--- src/rtl/ag32gbd_buffer_reader.sv ---
// ag32gbd_buffer_reader
// Frame-buffer read client for the dual-buffer BRAM controller's port-B path.
// Fetches one frame of packed 2bpp bytes, one request at a time, and unpacks each byte
// MSB-first into four 2-bit pixels on a valid/ready stream.
//
// Ports:
//   sys_clock, resetn           clock, asynchronous active-low reset
//   Start                       one-cycle pulse, read a frame from offset 0 (ignored while Busy)
//   Busy, Done                  frame in progress / one-cycle pulse after the final handshake
//   RequestReadBuffer           one-cycle read request to the controller
//   BufferReadOffset            byte offset of the current request
//   BufferReadOutput            read data, valid READ_LATENCY edges after the request edge
//   PixelData/Valid/Ready       pixel stream
//   PixelFirst, PixelLast       qualify first and last pixel of the frame
//
// Build option: define AG32GBD_BUFFER_READER_PREFETCH_EN to add a one-byte holding register
// so the next byte is fetched while the current one is shifted out.
module ag32gbd_buffer_reader #(
  parameter int unsigned BYTES_PER_FRAME = 256,
  parameter int unsigned READ_LATENCY    = 2
) (
  input  logic       sys_clock,
  input  logic       resetn,
  input  logic       Start,
  output logic       Busy,
  output logic       Done,
  output logic       RequestReadBuffer,
  output logic [9:0] BufferReadOffset,
  input  logic [7:0] BufferReadOutput,
  output logic [1:0] PixelData,
  output logic       PixelValid,
  input  logic       PixelReady,
  output logic       PixelFirst,
  output logic       PixelLast
);

`ifdef AG32GBD_BUFFER_READER_PREFETCH_EN
  localparam bit PrefetchEn = 1'b1;
`else
  localparam bit PrefetchEn = 1'b0;
`endif

  localparam int unsigned CntW     = (READ_LATENCY > 2) ? $clog2(READ_LATENCY) : 1;
  localparam logic [CntW-1:0] WaitLast = CntW'(READ_LATENCY - 1);
  localparam logic [9:0]      LastIdx  = 10'(BYTES_PER_FRAME - 1);

  // StShift: the fetch side is parked until the shifter (or holding register) frees up.
  typedef enum logic [1:0] {StIdle, StReq, StWait, StShift} state_e;

  state_e          state_q, state_d;
  logic            busy_q, busy_d;
  logic            done_q, done_d;
  logic [9:0]      fetch_idx_q, fetch_idx_d;
  logic [CntW-1:0] wait_cnt_q, wait_cnt_d;
  logic [7:0]      sh_q, sh_d;
  logic            sh_valid_q, sh_valid_d;
  logic [1:0]      pix_cnt_q, pix_cnt_d;
  logic [9:0]      sh_idx_q, sh_idx_d;
  logic [7:0]      hold_q, hold_d;
  logic            hold_valid_q, hold_valid_d;

  logic hs;
  logic sh_drain;
  logic sh_free;

  always_comb begin
    state_d      = state_q;
    busy_d       = busy_q;
    done_d       = 1'b0;
    fetch_idx_d  = fetch_idx_q;
    wait_cnt_d   = wait_cnt_q;
    sh_d         = sh_q;
    sh_valid_d   = sh_valid_q;
    pix_cnt_d    = pix_cnt_q;
    sh_idx_d     = sh_idx_q;
    hold_d       = hold_q;
    hold_valid_d = hold_valid_q;

    hs       = sh_valid_q && PixelReady;
    sh_drain = hs && (pix_cnt_q == 2'd3);
    // The shifter can accept a byte on the same edge as its p3 handshake.
    sh_free  = !sh_valid_q || sh_drain;

    if (hs) begin
      sh_d      = {sh_q[5:0], 2'b00};
      pix_cnt_d = pix_cnt_q + 2'd1;
      if (sh_drain) begin
        sh_valid_d = 1'b0;
      end
    end

    unique case (state_q)
      StIdle: begin
        if (Start) begin
          fetch_idx_d = '0;
          busy_d      = 1'b1;
          state_d     = StReq;
        end
      end
      StReq: begin
        wait_cnt_d = '0;
        state_d    = StWait;
      end
      StWait: begin
        if (wait_cnt_q == WaitLast) begin
          if (sh_free) begin
            sh_d       = BufferReadOutput;
            sh_valid_d = 1'b1;
            pix_cnt_d  = 2'd0;
            sh_idx_d   = fetch_idx_q;
            if (PrefetchEn && (fetch_idx_q != LastIdx)) begin
              fetch_idx_d = fetch_idx_q + 10'd1;
              state_d     = StReq;
            end else begin
              state_d = StShift;
            end
          end else begin
            // Only reachable with prefetch: shifter still busy, park the byte.
            hold_d       = BufferReadOutput;
            hold_valid_d = 1'b1;
            state_d      = StShift;
          end
        end else begin
          wait_cnt_d = wait_cnt_q + CntW'(1);
        end
      end
      StShift: begin
        if (sh_drain) begin
          if (sh_idx_q == LastIdx) begin
            done_d  = 1'b1;
            busy_d  = 1'b0;
            state_d = StIdle;
          end else if (PrefetchEn) begin
            if (hold_valid_q) begin
              sh_d         = hold_q;
              sh_valid_d   = 1'b1;
              pix_cnt_d    = 2'd0;
              sh_idx_d     = fetch_idx_q;
              hold_valid_d = 1'b0;
              if (fetch_idx_q != LastIdx) begin
                fetch_idx_d = fetch_idx_q + 10'd1;
                state_d     = StReq;
              end
            end
          end else begin
            fetch_idx_d = fetch_idx_q + 10'd1;
            state_d     = StReq;
          end
        end
      end
      default: state_d = StIdle;
    endcase
  end

  always_ff @(posedge sys_clock or negedge resetn) begin
    if (!resetn) begin
      state_q      <= StIdle;
      busy_q       <= 1'b0;
      done_q       <= 1'b0;
      fetch_idx_q  <= '0;
      wait_cnt_q   <= '0;
      sh_q         <= '0;
      sh_valid_q   <= 1'b0;
      pix_cnt_q    <= '0;
      sh_idx_q     <= '0;
      hold_q       <= '0;
      hold_valid_q <= 1'b0;
    end else begin
      state_q      <= state_d;
      busy_q       <= busy_d;
      done_q       <= done_d;
      fetch_idx_q  <= fetch_idx_d;
      wait_cnt_q   <= wait_cnt_d;
      sh_q         <= sh_d;
      sh_valid_q   <= sh_valid_d;
      pix_cnt_q    <= pix_cnt_d;
      sh_idx_q     <= sh_idx_d;
      hold_q       <= hold_d;
      hold_valid_q <= hold_valid_d;
    end
  end

  assign Busy              = busy_q;
  assign Done              = done_q;
  assign RequestReadBuffer = (state_q == StReq);
  assign BufferReadOffset  = fetch_idx_q;
  assign PixelValid        = sh_valid_q;
  assign PixelData         = sh_q[7:6];
  assign PixelFirst        = sh_valid_q && (sh_idx_q == 10'd0) && (pix_cnt_q == 2'd0);
  assign PixelLast         = sh_valid_q && (sh_idx_q == LastIdx) && (pix_cnt_q == 2'd3);

endmodule

--- config.mk ---
export PLATFORM = sky130hd
export DESIGN_NAME = ag32gbd_buffer_reader
export DESIGN_NICKNAME = d
export VERILOG_FILES = /design/src/rtl/ag32gbd_buffer_reader.sv
export SDC_FILE = /design/constraint.sdc
export NUM_CORES = 1
export LEC_CHECK = 0
export ABC_AREA = 1
export CAP_MARGIN = 5
export CORE_MARGIN = 4
export CORE_UTILIZATION = 53
export DETAILED_ROUTE_END_ITERATION = 7
export PLACE_DENSITY_LB_ADDON = 0.3
export REMOVE_ABC_BUFFERS = 1
export SKIP_CTS_REPAIR_TIMING = 1
export SLEW_MARGIN = 30
export SYNTH_ARGS = -nofsm -noshare
export SYNTH_HDL_FRONTEND = slang
export SYNTH_SLANG_ARGS = --single-unit
export TNS_END_PERCENT = 20
--- constraint.sdc ---
create_clock -name sys_clock -period 1.6 [get_ports sys_clock]
set_input_delay 0.16 -clock sys_clock [delete_from_list [all_inputs] [get_ports sys_clock]]
set_output_delay 0.16 -clock sys_clock [all_outputs]
set_load 0.05 [all_outputs]
==> results of run 1 <==
-- worst register-to-register path, delay by kind of cell, from the launching register on --
kind,cells,cell delay [ns]
flops,1,0.40
fa+ha+maj,1,0.17
buf+inv,2,0.16
simple gates,6,0.66
-- through the flow --
step           cell area [um2]  setup WS, ns  power [mW]
2_1_floorplan             1882       -0.5376       2.129
3_3_place_gp              2352       0.07241       2.672
4_1_cts                   2446      -0.08833       3.391
6_report                  2506     -0.002166       3.452
5_1_grt                   2506      -0.07900       3.669
3_5_place_dp              2352       0.05362       2.717
-- how the worst min path moves through the flow --
stage                                                  to  cells past startpoint  slack (ns)               startpoint
after floorplan           BufferReadOffset[0]$_DFFE_PN0P_                      0       -0.14                   resetn
after global placement                   Busy$_DFFE_PN0P_                      2        0.46         Busy$_DFFE_PN0P_
after detailed placement          sh_idx_q[9]$_DFFE_PN0P_                      2        0.48  sh_idx_q[9]$_DFFE_PN0P_
after CTS                          state_q[1]$_DFFE_PN0P_                      2        0.30                   resetn
after global routing              sh_idx_q[5]$_DFFE_PN0P_                      2        0.33                   resetn
final                             sh_idx_q[0]$_DFFE_PN0P_                      2        0.28                   resetn
-- final cells by class --
class	instances	share of cell area, %
timing repair buffer	44	16.92
clock buffer	7	3.445
clock inverter	1	0.2996
sequential	36	35.95
multi-input combinational	193	37.39
tap	46	2.297
inverter	24	3.694
-- routing by layer --
layer / vias up / routed length (um) / global-route usage (%)
met3: 8 / 269 / 6.159
li1: 896 / - / -
met5: - / 0 / 0
met2: 51 / 2047 / 34.09
met4: 0 / 71 / 8.189
met1: 824 / 1937 / 26.12
-- registers in the layout, summed over array words and instances (netlist names) --
signal,cells
BufferReadOffset,10
Busy,1
Done,1
PixelValid,1
pix_cnt_q,2
sh_idx_q,10
sh_q,8
state_q,2
wait_cnt_q,1
-- cell families after synthesis --
logic type,synth area share [%]
adders and majority gates,4.507
DFF,46.36
and+or+nand+nor,36.64
AOI/OAI and AO/OA,4.121
xor gates and xnor gates,0.4508
buffers and inverters,7.920
-- cells in the mapped netlist (4+ instances only) --
| master | instances | share of area, % |
|---|---|---|
| nand2_1 | 115 | 22 |
| dfrtp_1 | 36 | 46 |
| nand3_1 | 22 | 5.7 |
| inv_1 | 21 | 4.1 |
| nor2_1 | 20 | 3.9 |
| o21ai_1 | 8 | 2.1 |
| ha_1 | 7 | 4.5 |
| o21ai_0 | 6 | 1.5 |
| buf_2 | 4 | 1.0 |
-- cell usage in the layout (no fill, tap or decap) --
master	instances
inv_4	1
nand3b_1	2
nand4_1	2
nor4_2	1
inv_2	4
o21ai_0	6
clkdlybuf4s50_1	11
nand2_4	1
a21oi_1	2
nand2_1	115
clkinvlp_4	1
ha_4	1
o21ai_1	8
dfrtp_1	36
nand3_4	1
clkbuf_8	6
nor3b_2	1
nor2_1	18
xnor2_1	1
nor3b_1	1
buf_4	27
ha_1	6
buf_6	1
buf_12	5
clkinv_1	1
nand3_2	2
inv_1	18
nand2_2	2
nand3_1	20
clkbuf_1	1
nor3_1	1
nor2_4	2
-- power breakdown --
group / switching, mW / internal, mW
sequential: 0.128 / 1.08
clock: 0.333 / 0.350
combinational: 0.950 / 0.607
==> results.yml, run 1 <==
floorplan:
  die-height_um: 68.55
  rows: 21
  die_x_um: 68.55
  dieArea_um2: 4699
  start_util_pct: 56.45
  fp.coreArea_um2: 3442
  pin_count: 30
sta:
  finalHoldViolCount: 0
  fin_crit_sh_pct: 100.1
  fin_worst_skew_ns: 0.01092
  setup_tns_ns: -0.002166
  fmax_ghz: 0.6242
  setup_viol: 1
  whs_ns: 0.2809
  layout_min_cycle_time_ns: 1.602
  rsz0062_at_grt: "true"
  setup_ws_ns: -0.002166
  tightest_slew_ns: 0.4487
  slew_headroom_pct: 70.09
  slew_violations: 0
detailed_routing:
  via_count: 1779
  via_per_inst: 5.068
  wl_per_cell_um: 12.32
  dr.pass1.iters: 4
  drtAntennaViolNets: 0
  drc_errors: 0
  drt-initial-drc-count: 96
  routed_wl_mm: 4.325
synthesis:
  synth_ff_type: "dfrtp_1"
  synth-seq-cells: 36
  yosys_warnings: 0
  syn_area_per_cell_um2: 7.416
  synth_seq_area_share_pct: 46.36
  netlist_instances: 262
  yosysUniqueCellTypes: 25
  syn-cell-area_um2: 1943
  synth-edff-count: 0
  ys_async_sr_fraction_pct: 100.0
clocking:
  cts_tree: "yes"
  ctsLongestPathBuffers: 2
  insertion_delay_ns: 0.30
  htree_levels: 2
  cts_buffers: 5
  cts_root_buffer: "clkbuf_8"
  cts.clk_slew.worst_paths_ns: 0.08
  clock_sinks: 36
job:
  maxCapViolCount: 0
critical_path:
  crit_path_start_kind: "flop"
  reg2reg_to: "BufferReadOffset[3]$_DFFE_PN0P_"
  crit_cells: 6
  path_class: "flop to output port"
  cp_max_fo: 3
  arrival_ns: 1.44
  crit_buf_inv: 3
  end_kind: "output port"
  cp-endpoint: "PixelFirst"
  slowest_delay_ns: 0.41
  slowest_stage: "dfrtp_1"
  r2r_setup_slack_ns: 0.10
  reg2regPathDepth: 9
  path_delay_family: "flip-flops"
  timing.critical_path.required_ns: 1.44
  r2r_start: "state_q[1]$_DFFE_PN0P_"
  crit_chain: "inv_2 > ha_4 > nand3b_1 > nor3b_2 > buf_4 > buf_12"
  critical_path.startpoint: "pix_cnt_q[0]$_DFF_PN0_"
placement:
  dp_cells: 342
  post-dp-hpwl_mm: 3.063
  gp_congestion: 0.8736
  port_buffers: 29
run_status:
  violations: "setup timing"
  run_status: "complete, but fails checks"
grt:
  grt_max_degree: 37
  track_usage_pct: 20.96
  antenna_found_initial: 0
  grt_pass1_wl_mm: 7.272
  grt_pass1_vias: 1668
  grt-ovfl-total: 0
finish:
  syn_to_final_growth_pct: 28.98
  nNetsFinal: 323
  area.sequential_um2: 900.9
  layout-drive-gt1-share_pct: 18.36
  nFillCells: 277
  multi_input_area_um2: 937.1
  antennaDiodeCount: 0
  post-route-util_pct: 72.81
  fin_cells: 351
power_and_ir_drop:
  leakage_nw: 1.285
  ir_drop_v: 0.0009150
  power_per_cell_area_nw_per_um2: 1377
worst_hold_path:
  min_path_type: "input port to asynchronous set/reset pin"
No activity file was read; power rests on OpenSTA's default activity.
==> inputs of run 2 (changes only) <==
- CELL_PAD_IN_SITES_DETAIL_PLACEMENT: not set -> 1
- CELL_PAD_IN_SITES_GLOBAL_PLACEMENT: not set -> 1
- CORE_UTILIZATION: 53 -> 39
- PLACE_DENSITY: not set -> 0.87
- PLACE_DENSITY_LB_ADDON: 0.3 -> not set
==> run 2 against run 1 <==
The run still ends with setup timing left. Critical path depth down 1. Largest power group unchanged. Clock-buffer cell count rose by 1. Design area fell by 0.45%. Via count rose by 0.62%. Clock skew shrank 0.0073 ns. Critical endpoint unchanged. Wire length increased by 22%. Largest cell class unchanged. Sequential share of layout area up 0.16 points.
==> results.yml, run 2 (synthesis results as in run 1) <==
run_status:
  run_status: "complete, but fails checks"
  violations: "setup timing"
floorplan:
  die_x_um: 78.59
  rows: 25
  fp.coreArea_um2: 4786
  die-height_um: 78.59
  start_util_pct: 40.60
  pin_count: 30
  dieArea_um2: 6176
critical_path:
  cp_max_fo: 3
  timing.critical_path.required_ns: 1.44
  r2r_start: "pix_cnt_q[0]$_DFF_PN0_"
  crit_path_start_kind: "flop"
  slowest_delay_ns: 0.41
  end_kind: "output port"
  arrival_ns: 1.48
  r2r_setup_slack_ns: 0.11
  reg2regPathDepth: 8
  slowest_stage: "dfrtp_1"
  crit_chain: "inv_2 > ha_2 > nand3b_1 > nor3b_2 > clkbuf_16"
  path_class: "flop to output port"
  reg2reg_to: "sh_idx_q[5]$_DFFE_PN0P_"
finish:
  multi_input_area_um2: 918.4
  fin_cells: 370
  nNetsFinal: 321
  nFillCells: 624
  syn_to_final_growth_pct: 28.40
  antennaDiodeCount: 0
  layout-drive-gt1-share_pct: 17.49
  final_common_cell: "nand2_1"
  final_cell_mix: "nand2_1 (114), dfrtp_1 (36), buf_4 (25), inv_1 (20), nand3_1 (20)"
  area.sequential_um2: 900.9
clocking:
  cts_tree: "yes"
  clock_sinks: 36
  cts.clk_slew.worst_paths_ns: 0.07
  cts_buffers: 5
  cts_root_buffer: "clkbuf_8"
  htree_levels: 2
  insertion_delay_ns: 0.29
  ctsLongestPathBuffers: 2
sta:
  fin_crit_sh_pct: 102.6
  slew_headroom_pct: 67.79
  setup_ws_ns: -0.04183
  rsz0062_at_grt: "true"
  fin_worst_skew_ns: 0.003614
  layout_min_cycle_time_ns: 1.642
  setup_tns_ns: -0.04183
  finalHoldViolCount: 0
  setup_viol: 1
  slew_violations: 0
  tightest_slew_ns: 0.4831
  fmax_ghz: 0.6091
grt:
  grt_pass1_vias: 1889
  grt_pass1_wl_mm: 8.942
  grt_max_degree: 37
  antenna_found_initial: 0
  grt-ovfl-total: 0
  track_usage_pct: 18.66
detailed_routing:
  via_per_inst: 4.838
  routed_wl_mm: 5.269
  drt-initial-drc-count: 64
  dr.pass1.iters: 4
  drc_errors: 0
  via_count: 1790
  wl_per_cell_um: 14.24
  drtAntennaViolNets: 0
power_and_ir_drop:
  switching_power_mw: 1.427
  power_per_cell_area_nw_per_um2: 1390
  p_sw_share_pct: 41.16
  p_clk_share_pct: 19.7
  intPower_mw: 2.040
  power_frac_comb_pct: 45.5
  seq_power_share_pct: 34.9
  leakage_nw: 1.274
  ir_drop_v: 0.0007709
placement:
  port_buffers: 29
  gp_congestion: 0.8035
  dp_cells: 361
  post-dp-hpwl_mm: 3.899
job:
  maxCapViolCount: 0
worst_hold_path:
  min_path_type: "input port to asynchronous set/reset pin"
[run 2: cell count changes in the layout (fill, tap and decap cells not counted), moves of 2 or more]
cell / before / now
inv_2: 4 / 2
buf_4: 27 / 25
inv_1: 18 / 20
nor2_4: 2 / 0
ha_2: 0 / 2
nor2_2: 0 / 3
buf_12: 5 / 3
[run 2: through the flow]
stage	hold WS, ns	setup slack [ns]	power, mW	utilization (%)	area [um2]
floorplan	-0.1356	-0.5376	2.129	-	1882
global placement	0.4674	0.09794	2.678	49.12	2351
detailed placement	0.4803	0.03570	2.741	49.12	2351
CTS	0.3077	-0.2481	3.442	51.01	2441
global route	0.3341	-0.1147	3.711	52.13	2495
finish	0.2844	-0.04183	3.467	52.13	2495
[run 2: critical path: cells and delay by family, from the launching register on]
kind | cells | cell delay [ns]
fa+ha+maj | 1 | 0.17
simple gates | 2 | 0.34
flops | 1 | 0.41
buf+inv | 2 | 0.28
[run 2: power groups by stage]
stage	Clock [mW]	Combinational, mW	Sequential (mW)
2_1_floorplan	0	0.738	1.39
3_3_place_gp	0	1.46	1.22
3_5_place_dp	0	1.51	1.23
4_1_cts	0.698	1.53	1.21
5_1_grt	0.738	1.74	1.24
6_report	0.682	1.58	1.21
[run 2: layer usage]
layer  global-route usage [%]  part of all wire [%]
met5                        0                     0
met1                    23.35                    45
met4                    6.119                   1.6
met3                    4.014                   3.0
met2                    31.83                    51
[run 2: final cells by class]
class | count | share of cell area [%]
Clock buffer | 8 | 3.611
Inverter | 24 | 3.711
Multi-Input combinational cell | 193 | 36.81
Sequential cell | 36 | 36.11
Tap cell | 67 | 3.360
Timing Repair Buffer | 42 | 16.40
[run 2: worst max path at each step]
stage | startpoint | to | slack, ns | cells after the start
floorplan | PixelValid$_DFF_PN0_ | PixelFirst | -0.54 | 2
global placement | PixelReady | BufferReadOffset[2]$_DFFE_PN0P_ | 0.1 | 9
detailed placement | PixelReady | BufferReadOffset[7]$_DFFE_PN0P_ | 0.04 | 9
CTS | pix_cnt_q[0]$_DFF_PN0_ | PixelFirst | -0.25 | 5
global route | pix_cnt_q[0]$_DFF_PN0_ | PixelFirst | -0.11 | 5
finish | pix_cnt_q[0]$_DFF_PN0_ | PixelFirst | -0.04 | 5
